[config.mk]
export PLATFORM = sky130hd
export DESIGN_NAME = cache_tag_ctrl_flat
export DESIGN_NICKNAME = d
export VERILOG_FILES = /design/src/rtl/cache_tag_ctrl_if.sv /design/src/rtl/cache_tag_ctrl.sv /design/src/flat_wrapper.sv
export SDC_FILE = /design/constraint.sdc
export NUM_CORES = 1
export LEC_CHECK = 0
export ABC_AREA = 1
export ABC_CLOCK_PERIOD_IN_PS = 5200
export CAP_MARGIN = 20
export CORE_MARGIN = 3
export CORE_UTILIZATION = 40
export DETAILED_ROUTE_END_ITERATION = 12
export PLACE_DENSITY = 0.69
export SLEW_MARGIN = 30
export SYNTH_ARGS = -nofsm -noshare
export SYNTH_HDL_FRONTEND = slang
export SYNTH_SLANG_ARGS = --single-unit
[constraint.sdc]
create_clock -name clk -period 5.2 [get_ports clk]
set_clock_uncertainty 0.2 [all_clocks]
set_input_delay 1.3 -clock clk [delete_from_list [all_inputs] [get_ports clk]]
set_output_delay 1.3 -clock clk [all_outputs]
set_load 0.005 [all_outputs]
[src/rtl/cache_tag_ctrl_if.sv]
// Request/response and tag-store bundle for the cache tag controller.
// master: requester plus tag store side; slave: the controller.
// Widths follow the WIDTH/WAYS/TOTAL_SIZE parameters of the controller.
interface cache_tag_ctrl_if #(
  parameter int WIDTH      = 8,
  parameter int WAYS       = 4,
  parameter int TOTAL_SIZE = 16
);
  localparam int SETS  = TOTAL_SIZE / WAYS;
  localparam int IDX_W = $clog2(SETS);
  localparam int WAY_W = $clog2(WAYS);

  logic             req_valid;
  logic             req_ready;
  logic [IDX_W-1:0] req_index;
  logic [WIDTH-1:0] req_tag;
  logic             flush;
  logic             resp_valid;
  logic             resp_ready;
  logic             resp_hit;
  logic [WAY_W-1:0] resp_way;
  logic             resp_evict;
  logic [WIDTH-1:0] resp_evict_tag;
  logic             tag_we;
  logic [WAY_W-1:0] tag_way;
  logic [IDX_W-1:0] tag_index;
  logic [WIDTH-1:0] tag_wdata;
  logic [WIDTH-1:0] tag_rdata [0:WAYS-1];

  modport master (
    output req_valid, req_index, req_tag, flush, resp_ready, tag_rdata,
    input  req_ready, resp_valid, resp_hit, resp_way, resp_evict, resp_evict_tag,
    input  tag_we, tag_way, tag_index, tag_wdata
  );

  modport slave (
    input  req_valid, req_index, req_tag, flush, resp_ready, tag_rdata,
    output req_ready, resp_valid, resp_hit, resp_way, resp_evict, resp_evict_tag,
    output tag_we, tag_way, tag_index, tag_wdata
  );
endinterface

[src/rtl/cache_tag_ctrl.sv]
// Set-associative tag lookup/replacement controller with per-line valid bits.
// Latency: response 2 cycles after request (hit), 3 cycles (miss with fill).
// Backpressure: one request in flight; response held until resp_ready, req_ready low meanwhile.
module cache_tag_ctrl #(
  parameter int WIDTH      = 8,
  parameter int WAYS       = 4,
  parameter int TOTAL_SIZE = 16
) (
  input  logic             clk,
  input  logic             rst,
  cache_tag_ctrl_if.slave  bus
);
  localparam int SETS  = TOTAL_SIZE / WAYS;
  localparam int IDX_W = $clog2(SETS);
  localparam int WAY_W = $clog2(WAYS);

  typedef enum logic [1:0] {IDLE, LOOKUP, FILL, RESP} state_t;

  state_t           state_q;
  logic [IDX_W-1:0] idx_q;
  logic [WIDTH-1:0] tag_q;
  logic [WAYS-1:0]  valid_q [SETS];
  logic [WAY_W-1:0] rr_q    [SETS];

  logic             resp_valid_q;
  logic             resp_hit_q;
  logic [WAY_W-1:0] resp_way_q;
  logic             resp_evict_q;
  logic [WIDTH-1:0] resp_evict_tag_q;
  logic             tag_we_q;
  logic [WAY_W-1:0] tag_way_q;
  logic [WIDTH-1:0] tag_wdata_q;

  logic             hit_any;
  logic [WAY_W-1:0] hit_way;
  logic             inv_any;
  logic [WAY_W-1:0] inv_way;
  logic [WAY_W-1:0] victim;

  // Tag compare across all ways of the latched set; lowest matching / lowest free way wins.
  always_comb begin
    hit_any = 1'b0;
    hit_way = '0;
    inv_any = 1'b0;
    inv_way = '0;
    for (int w = 0; w < WAYS; w++) begin
      if (!hit_any && valid_q[idx_q][w] && (bus.tag_rdata[w] == tag_q)) begin
        hit_any = 1'b1;
        hit_way = WAY_W'(w);
      end
      if (!inv_any && !valid_q[idx_q][w]) begin
        inv_any = 1'b1;
        inv_way = WAY_W'(w);
      end
    end
    victim = inv_any ? inv_way : rr_q[idx_q];
  end

  // Controller FSM with registered response and tag-store write outputs.
  always_ff @(posedge clk or posedge rst) begin
    if (rst) begin
      state_q          <= IDLE;
      idx_q            <= '0;
      tag_q            <= '0;
      for (int s = 0; s < SETS; s++) begin
        valid_q[s] <= '0;
        rr_q[s]    <= '0;
      end
      resp_valid_q     <= 1'b0;
      resp_hit_q       <= 1'b0;
      resp_way_q       <= '0;
      resp_evict_q     <= 1'b0;
      resp_evict_tag_q <= '0;
      tag_we_q         <= 1'b0;
      tag_way_q        <= '0;
      tag_wdata_q      <= '0;
    end else begin
      case (state_q)
        IDLE: begin
          if (bus.flush) begin
            // Flush beats a same-cycle request; that request is simply not accepted.
            for (int s = 0; s < SETS; s++) begin
              valid_q[s] <= '0;
              rr_q[s]    <= '0;
            end
          end else if (bus.req_valid) begin
            idx_q   <= bus.req_index;
            tag_q   <= bus.req_tag;
            state_q <= LOOKUP;
          end
        end
        LOOKUP: begin
          resp_hit_q <= hit_any;
          if (hit_any) begin
            resp_way_q       <= hit_way;
            resp_evict_q     <= 1'b0;
            resp_evict_tag_q <= '0;
            resp_valid_q     <= 1'b1;
            state_q          <= RESP;
          end else begin
            resp_way_q       <= victim;
            resp_evict_q     <= valid_q[idx_q][victim];
            resp_evict_tag_q <= valid_q[idx_q][victim] ? bus.tag_rdata[victim] : '0;
            tag_we_q         <= 1'b1;
            tag_way_q        <= victim;
            tag_wdata_q      <= tag_q;
            state_q          <= FILL;
          end
        end
        FILL: begin
          valid_q[idx_q][tag_way_q] <= 1'b1;
          rr_q[idx_q]               <= tag_way_q + WAY_W'(1);
          tag_we_q                  <= 1'b0;
          tag_way_q                 <= '0;
          tag_wdata_q               <= '0;
          resp_valid_q              <= 1'b1;
          state_q                   <= RESP;
        end
        RESP: begin
          if (bus.resp_ready) begin
            resp_valid_q     <= 1'b0;
            resp_hit_q       <= 1'b0;
            resp_way_q       <= '0;
            resp_evict_q     <= 1'b0;
            resp_evict_tag_q <= '0;
            state_q          <= IDLE;
          end
        end
        default: state_q <= IDLE;
      endcase
    end
  end

  assign bus.req_ready      = (state_q == IDLE) && !bus.flush;
  assign bus.resp_valid     = resp_valid_q;
  assign bus.resp_hit       = resp_hit_q;
  assign bus.resp_way       = resp_way_q;
  assign bus.resp_evict     = resp_evict_q;
  assign bus.resp_evict_tag = resp_evict_tag_q;
  assign bus.tag_we         = tag_we_q;
  assign bus.tag_way        = tag_way_q;
  assign bus.tag_index      = idx_q;
  assign bus.tag_wdata      = tag_wdata_q;
endmodule

[src/flat_wrapper.sv]
// flat-port wrapper written by rule: the top's interface ports become plain ports
module cache_tag_ctrl_flat 
#(
  parameter int WIDTH      = 8,
  parameter int WAYS       = 4,
  parameter int TOTAL_SIZE = 16
)
  (clk, rst, bus_req_valid, bus_req_index, bus_req_tag, bus_flush, bus_resp_ready, bus_tag_rdata, bus_req_ready, bus_resp_valid, bus_resp_hit, bus_resp_way, bus_resp_evict, bus_resp_evict_tag, bus_tag_we, bus_tag_way, bus_tag_index, bus_tag_wdata);
  cache_tag_ctrl_if #(.WIDTH(WIDTH), .WAYS(WAYS), .TOTAL_SIZE(TOTAL_SIZE)) bus_i ();
  input  logic clk;
  input  logic rst;
  input wire logic [$bits(bus_i.req_valid)-1:0] bus_req_valid;
  input wire logic [$bits(bus_i.req_index)-1:0] bus_req_index;
  input wire logic [$bits(bus_i.req_tag)-1:0] bus_req_tag;
  input wire logic [$bits(bus_i.flush)-1:0] bus_flush;
  input wire logic [$bits(bus_i.resp_ready)-1:0] bus_resp_ready;
  input wire logic [$bits(bus_i.tag_rdata)-1:0] bus_tag_rdata;
  output wire logic [$bits(bus_i.req_ready)-1:0] bus_req_ready;
  output wire logic [$bits(bus_i.resp_valid)-1:0] bus_resp_valid;
  output wire logic [$bits(bus_i.resp_hit)-1:0] bus_resp_hit;
  output wire logic [$bits(bus_i.resp_way)-1:0] bus_resp_way;
  output wire logic [$bits(bus_i.resp_evict)-1:0] bus_resp_evict;
  output wire logic [$bits(bus_i.resp_evict_tag)-1:0] bus_resp_evict_tag;
  output wire logic [$bits(bus_i.tag_we)-1:0] bus_tag_we;
  output wire logic [$bits(bus_i.tag_way)-1:0] bus_tag_way;
  output wire logic [$bits(bus_i.tag_index)-1:0] bus_tag_index;
  output wire logic [$bits(bus_i.tag_wdata)-1:0] bus_tag_wdata;
  assign bus_i.req_valid = bus_req_valid;
  assign bus_i.req_index = bus_req_index;
  assign bus_i.req_tag = bus_req_tag;
  assign bus_i.flush = bus_flush;
  assign bus_i.resp_ready = bus_resp_ready;
  assign bus_i.tag_rdata = {>>{bus_tag_rdata}};
  assign bus_req_ready = bus_i.req_ready;
  assign bus_resp_valid = bus_i.resp_valid;
  assign bus_resp_hit = bus_i.resp_hit;
  assign bus_resp_way = bus_i.resp_way;
  assign bus_resp_evict = bus_i.resp_evict;
  assign bus_resp_evict_tag = bus_i.resp_evict_tag;
  assign bus_tag_we = bus_i.tag_we;
  assign bus_tag_way = bus_i.tag_way;
  assign bus_tag_index = bus_i.tag_index;
  assign bus_tag_wdata = bus_i.tag_wdata;
  cache_tag_ctrl #(.WIDTH(WIDTH), .WAYS(WAYS), .TOTAL_SIZE(TOTAL_SIZE)) u_core (.clk(clk), .rst(rst), .bus(bus_i));
endmodule
==> flow_summary.json, run 1 <==
{
  "final_cells": 718,
  "p_leak_nw": 2.42,
  "post_synth.cell_area_avg_um2": 6.92,
  "n_antenna_cell": 0,
  "power_frac_clock_pct": 19.4,
  "root_buffer": "clkbuf_8",
  "maxCapViolCount": 0,
  "detail-route-antenna-nets": 0,
  "synth-simple-area-share_pct": 34.6,
  "fin_tns_setup_ns": 0,
  "dp.cells": 702,
  "met3_usage_pct": 3.82,
  "power_frac_seq_pct": 31.1,
  "swShare_pct": 44.8,
  "insertion_delay_ns": 0.34,
  "synthXorXnorAreaFrac_pct": 3.54,
  "fin_crit_sh_pct": 75.0,
  "cts_setup_buffers": 0,
  "fillers": 888,
  "area_growth_pct": 27.5,
  "synth-seq-cells": 60,
  "cp.required_ns": 3.70,
  "p_sw_w": 0.00112,
  "yosys_warnings": 0,
  "wl_um": 10300,
  "grt_pass1_vias": 3517,
  "slew_viol_final": 0,
  "synthAdderAreaFrac_pct": 2.70,
  "grt_overflow_total": 0,
  "coreArea_um2": 8850,
  "syn-num-nets": 592,
  "hold_buffers": 0,
  "drc": 0,
  "drtPass1Iterations": 4,
  "grt_max_degree": 61,
  "synth-compound-area-share_pct": 8.05,
  "dieWidth_um": 102,
  "io_buffers": 73,
  "viasPerCell": 5.02,
  "grtUsageMet2_pct": 32.1,
  "final_layout_size_suffix_gt1_share_pct": 5.57,
  "fin_nets": 660,
  "holdPathStages": 2,
  "synth_top_family_by_area": "simple AND/OR/NAND/NOR gates",
  "worstHoldStart": "u_core.bus.resp_valid",
  "die_area_um2": 10500,
  "critPathLaunchType": "primary input",
  "muxShareOfSynthArea_pct": 0.303,
  "crit_chain": "clkdlybuf4s50_1 -> nor2_1 -> clkdlybuf4s50_1",
  "hold_class": "flip-flop to flip-flop",
  "synth_area_um2": 3710,
  "slew_headroom_pct": 50.2,
  "r2r-start": "u_core.bus.tag_index[1]",
  "crit_path_max_incr_delay_ns": 0.51,
  "vias": 3601,
  "peakVddDrop_mv": 0.205,
  "crit_type": "primary input to primary output",
  "post-route-min-period_ns": 3.90,
  "grt-busiest-layer": "met2",
  "reg2reg_depth": 11,
  "cts_tree": "yes",
  "reg2reg_slack_ns": 2.22,
  "arrival_ns": 2.40,
  "initial_core_util_pct": 42.0,
  "r2r-end": "u_core.bus.tag_way[1]",
  "end_kind": "primary output",
  "rsz0062_at_grt": "false",
  "cts_resized": 0,
  "hpwl_um": 7810,
  "setup-violations-final": 0,
  "ios": 74,
  "cts.sinks": 60,
  "setup_ws_ns": 1.30,
  "startpoint": "bus_flush",
  "grt_first_pass_wirelength_um": 16900,
  "wire_per_inst_um": 14.3,
  "place_ws_ns": 1.30,
  "floorplan.die.height_um": 102,
  "combPwrFrac_pct": 49.5,
  "cp_common_cell": "clkdlybuf4s50_1",
  "fin_util_pct": 53.5,
  "ys_seq_area_share_pct": 40.4,
  "met1_usage_pct": 29.5,
  "synthCells": 537,
  "grt_use_total_pct": 20.9,
  "cts_buffer_depth": 2,
  "tightest_slew_ns": 0.747,
  "p_per_area_nw_per_um2": 530,
  "holdPathEnd": "u_core.bus.resp_valid",
  "initialDrtViolationCount": 161,
  "cts_buffers": 9,
  "htreeDepth": 3,
  "path_clk_slew_ns": 0.07,
  "crit_slowest_cell": "clkdlybuf4s50_1",
  "final_hold_viol_count": 0,
  "ys_types": 27,
  "status": "complete, no violations",
  "fmax_mhz": 257,
  "critPathMaxFanout": 2,
  "antenna_found_initial": 0,
  "rows": 34,
  "p_int_w": 0.00139,
  "gp_congestion": 0.872
}
## state kept, by name (all words and copies together) (netlist names)
signal	count
u_core.bus.resp_evict	1
u_core.bus.resp_evict_tag	8
u_core.bus.tag_index	2
u_core.tag_q	8
u_core.rr_q	8
u_core.bus.resp_valid	1
u_core.bus.resp_way	2
u_core.bus.tag_wdata	8
u_core.bus.tag_we	1
u_core.state_q	2
u_core.bus.tag_way	2
u_core.valid_q	16
u_core.bus.resp_hit	1
## critical path: cells and delay by family
kind	cells	cell delay [ns]
buf+inv	2	0.95
simple gates	1	0.14
## power groups by stage
| stage | clock (W) | sequential (W) | combinational, W |
|---|---|---|---|
| 5_1_grt | 0.000518 | 0.000802 | 0.00142 |
| 2_1_floorplan | 0 | 0.000700 | 0.000928 |
| 6_report | 0.000486 | 0.000781 | 0.00124 |
| 3_3_place_gp | 0 | 0.000778 | 0.00121 |
| 4_1_cts | 0.000497 | 0.000778 | 0.00125 |
| 3_5_place_dp | 0 | 0.000787 | 0.00124 |
## layout make-up
cell class	instances	area, um2	area share (%)
clock inverter	3	68.8	1.45
timing repair buffer	74	738	15.6
multi-input combinational	379	1830	38.6
tap	108	135	2.85
inverter	81	304	6.42
clock buffer	13	159	3.36
sequential	60	1500	31.7
## per-stage QoR
step | power [W] | hold WS [ns] | instance area, um2
floorplan | 0.00163 | 0.262 | 3710
global placement | 0.00199 | 0.259 | 4500
detailed placement | 0.00203 | 0.262 | 4510
CTS | 0.00252 | 0.279 | 4730
global route | 0.00274 | 0.304 | 4730
finish | 0.00251 | 0.274 | 4730
## how the worst max path moves through the flow
stage                                        to  slack, ns  cells past startpoint
final                             bus_req_ready       1.30                      3
after global routing              bus_req_ready       1.25                      3
after CTS                         bus_req_ready       1.30                      3
after detailed placement          bus_req_ready       1.30                      3
after global placement            bus_req_ready       1.34                      3
after floorplan           u_core.bus.resp_evict       2.22                      1
## metal layers
| layer | vias to the layer above | routed length [um] |
|---|---|---|
| met5 | - | 0 |
| met3 | 10 | 620 |
| met2 | 111 | 4750 |
| li1 | 1824 | - |
| met1 | 1656 | 4770 |
| met4 | 0 | 151 |
## placed cells by master (no fill, tap or decap), types with 2 or more instances in the layout
| cell | n |
|---|---|
| nand2_1 | 178 |
| inv_1 | 75 |
| clkdlybuf4s50_1 | 73 |
| dfrtp_1 | 60 |
| nand3_1 | 57 |
| nor2_1 | 38 |
| a21oi_1 | 31 |
| nand4_1 | 17 |
| xnor2_1 | 15 |
| clkbuf_8 | 11 |
| o22ai_1 | 8 |
| ha_1 | 8 |
| o21ai_0 | 7 |
| inv_2 | 5 |
| nor2_2 | 5 |
| nand2_2 | 5 |
| nor3_1 | 2 |
| o21ai_1 | 2 |
| clkbuf_1 | 2 |
| bufinv_16 | 2 |
## Yosys cell counts, drive strengths merged
cell type	count	area share [%]
nand2	183	19
inv	80	8.1
dfrtp	60	40
nand3	57	7.7
nor2	44	4.9
a21oi	32	4.6
nand4	17	2.9
xnor2	15	3.5
o21ai	10	1.7
clkbuf	9	0.91
buf	8	1.3
ha	8	2.7
o22ai	8	1.3
nor3	2	0.27
clkinv	1	0.10
mux2	1	0.30
o2111ai	1	0.24
o31ai	1	0.20
## cells by family after synthesis
kind of cell,after synthesis
AND/OR/NAND/NOR,303
adder cells (fa/ha/maj),8
AO/OA/AOI/OAI,52
flip-flops,60
XOR/XNOR,15
buffers and inverters,98
multiplexers,1
Power figures use the tool's default switching activity.
==> inputs of run 2 (changes only) <==
--- a/config.mk
+++ b/config.mk
@@ -6,12 +6,12 @@
 export NUM_CORES = 1
 export LEC_CHECK = 0
 export ABC_AREA = 1
-export ABC_CLOCK_PERIOD_IN_PS = 5200
+export ABC_CLOCK_PERIOD_IN_PS = 3400
 export CAP_MARGIN = 20
 export CORE_MARGIN = 3
 export CORE_UTILIZATION = 40
 export DETAILED_ROUTE_END_ITERATION = 12
-export PLACE_DENSITY = 0.69
+export PLACE_DENSITY = 0.71
 export SLEW_MARGIN = 30
 export SYNTH_ARGS = -nofsm -noshare
 export SYNTH_HDL_FRONTEND = slang
==> constraint.sdc (replaced) <==
create_clock -name clk -period 3.4 [get_ports clk]
set_clock_uncertainty 0.2 [all_clocks]
set_input_delay 0.85 -clock clk [delete_from_list [all_inputs] [get_ports clk]]
set_output_delay 0.85 -clock clk [all_outputs]
set_load 0.005 [all_outputs]
==> run 2 against run 1 <==
Flip-flop and latch count stayed put. Largest power group unchanged. Clock power is 28% higher. Register-to-register slack worse by 1.6 ns. Design area is 0.16% higher.
==> flow_summary.json, run 2 (same netlist as run 1, synthesis figures left out) <==
{
  "status": "complete, no violations",
  "ios": 74,
  "htreeDepth": 3,
  "largest_reg_flops": 16,
  "holdPathEnd": "u_core.bus.resp_valid",
  "crit_chain": "clkdlybuf4s50_1 -> nor2_1 -> clkdlybuf4s50_1",
  "crit_buf_inv": 2,
  "insertion_delay_ns": 0.34,
  "swShare_pct": 45.9,
  "cpLargestDelayFamily": "buffers and inverters",
  "dieWidth_um": 102,
  "coreArea_um2": 8850,
  "root_buffer": "clkbuf_8",
  "path_clk_slew_ns": 0.06,
  "grt_first_pass_wirelength_um": 16700,
  "cts_resized": 0,
  "initialDrtViolationCount": 215,
  "hpwl_um": 7800,
  "critPathMaxFanout": 2,
  "grt_pass1_vias": 3474,
  "layout_commonest_cell": "nand2_1",
  "cts_buffers": 9,
  "peakVddDrop_mv": 0.362,
  "fin_nets": 667,
  "reg2reg_depth": 11,
  "arrival_ns": 1.94,
  "die_area_um2": 10500,
  "antenna_found_initial": 0,
  "layout_common_cells": "nand2_1 (178), inv_1 (75), clkdlybuf4s50_1 (73)",
  "end_kind": "primary output",
  "grt_max_degree": 23,
  "drc": 0,
  "fin_crit_sh_pct": 87.8,
  "cp_common_cell": "clkdlybuf4s50_1",
  "grt_overflow_total": 0,
  "n_antenna_cell": 0,
  "crit_path_max_incr_delay_ns": 0.51,
  "worstHoldStart": "u_core.bus.resp_valid",
  "top_register": "u_core.valid_q",
  "cp.required_ns": 2.35,
  "fin_tns_setup_ns": 0,
  "area_growth_pct": 27.7,
  "final_layout_size_suffix_gt1_share_pct": 6.32,
  "vias": 3655,
  "p_per_area_nw_per_um2": 791,
  "final_hold_viol_count": 0,
  "slew_viol_final": 0,
  "wl_um": 10200,
  "rows": 34,
  "p_leak_nw": 2.42,
  "cts_tree": "yes",
  "startpoint": "bus_flush",
  "design_area_um2": 4740,
  "grt_use_total_pct": 20.3,
  "hold_buffers": 0,
  "r2r-start": "u_core.bus.tag_index[0]",
  "crit_type": "primary input to primary output",
  "rsz0062_at_grt": "false",
  "cts_setup_buffers": 0,
  "cts_buffer_depth": 2,
  "power_frac_seq_pct": 32.0,
  "r2r-end": "u_core.bus.resp_evict_tag[7]",
  "maxCapViolCount": 0,
  "io_buffers": 73,
  "tightest_slew_ns": 0.551,
  "p_sw_w": 0.00172,
  "fillers": 853,
  "holdPathStages": 2,
  "post-route-min-period_ns": 2.99,
  "setup-violations-final": 0,
  "detail-route-antenna-nets": 0,
  "floorplan.die.height_um": 102,
  "combPwrFrac_pct": 51.4,
  "crit_slowest_cell": "clkdlybuf4s50_1",
  "initial_core_util_pct": 42.0,
  "postPlaceCellArea_um2": 4560,
  "p_int_w": 0.00203,
  "power_frac_clock_pct": 16.6,
  "critPathLaunchType": "primary input",
  "gp_congestion": 0.923,
  "slew_headroom_pct": 63.2,
  "reg2reg_slack_ns": 0.66,
  "hold_class": "flip-flop to flip-flop",
  "fmax_mhz": 335,
  "viasPerCell": 5.04,
  "drtPass1Iterations": 5,
  "wire_per_inst_um": 14.0,
  "cts.sinks": 60
}
-- run 2: worst reg2reg max path, cell delays in order (launching register included) --
cell     delay (ns)
dfrtp_1        0.69
inv_2          0.22
nand2_1        0.17
o21ai_0        0.11
nor2_2         0.20
nand2_2        0.12
o21ai_4        0.46
nand2_1        0.12
nand3_1        0.10
nand2_1        0.10
nand2_1        0.08
nand2_1        0.05
-- run 2: through the flow --
| step | setup slack (ns) | total power [W] | instances | hold WS [ns] | util, % |
|---|---|---|---|---|---|
| after global placement | 0.433 | 0.00309 | 709 | 0.258 | 51.5 |
| after floorplan | 0.865 | 0.00249 | 537 | 0.262 | - |
| final | 0.414 | 0.00375 | 725 | 0.277 | 53.6 |
| after global routing | 0.357 | 0.00408 | 725 | 0.321 | 53.6 |
| after CTS | 0.405 | 0.00376 | 725 | 0.278 | 53.6 |
| after detailed placement | 0.412 | 0.00312 | 709 | 0.262 | 51.5 |
-- run 2: cell type report --
cell class	count	area, um2	share of cell area (%)
flip-flops and latches	60	1500	31.7
inverters	81	304	6.41
multi-input cells	379	1830	38.5
well taps	108	135	2.85
clock inverters	4	50.0	1.06
clock buffers	12	135	2.85
repair buffers	81	791	16.7
-- run 2: per-layer routing --
layer / vias up / track usage (%) / wire length (um)
met5: - / 0 / 0
met4: 0 / 4.44 / 112
met3: 11 / 4.23 / 544
met2: 109 / 31.7 / 4610
met1: 1696 / 29.1 / 4910
li1: 1839 / - / -
-- run 2: power by group through the flow --
stage,sequential (W),combinational (W),clock [W]
after floorplan,0.00107,0.00142,0
after global placement,0.00120,0.00189,0
after detailed placement,0.00120,0.00192,0
after CTS,0.00119,0.00193,0.000633
after global routing,0.00123,0.00218,0.000670
final,0.00120,0.00193,0.000622
-- run 2: how the worst max path moves through the flow --
stage | cells after the start | endpoint
after global routing | 11 | u_core.bus.resp_evict_tag[6]
after CTS | 3 | bus_req_ready
final | 3 | bus_req_ready
after detailed placement | 3 | bus_req_ready
after floorplan | 1 | u_core.bus.resp_evict
after global placement | 3 | bus_req_ready
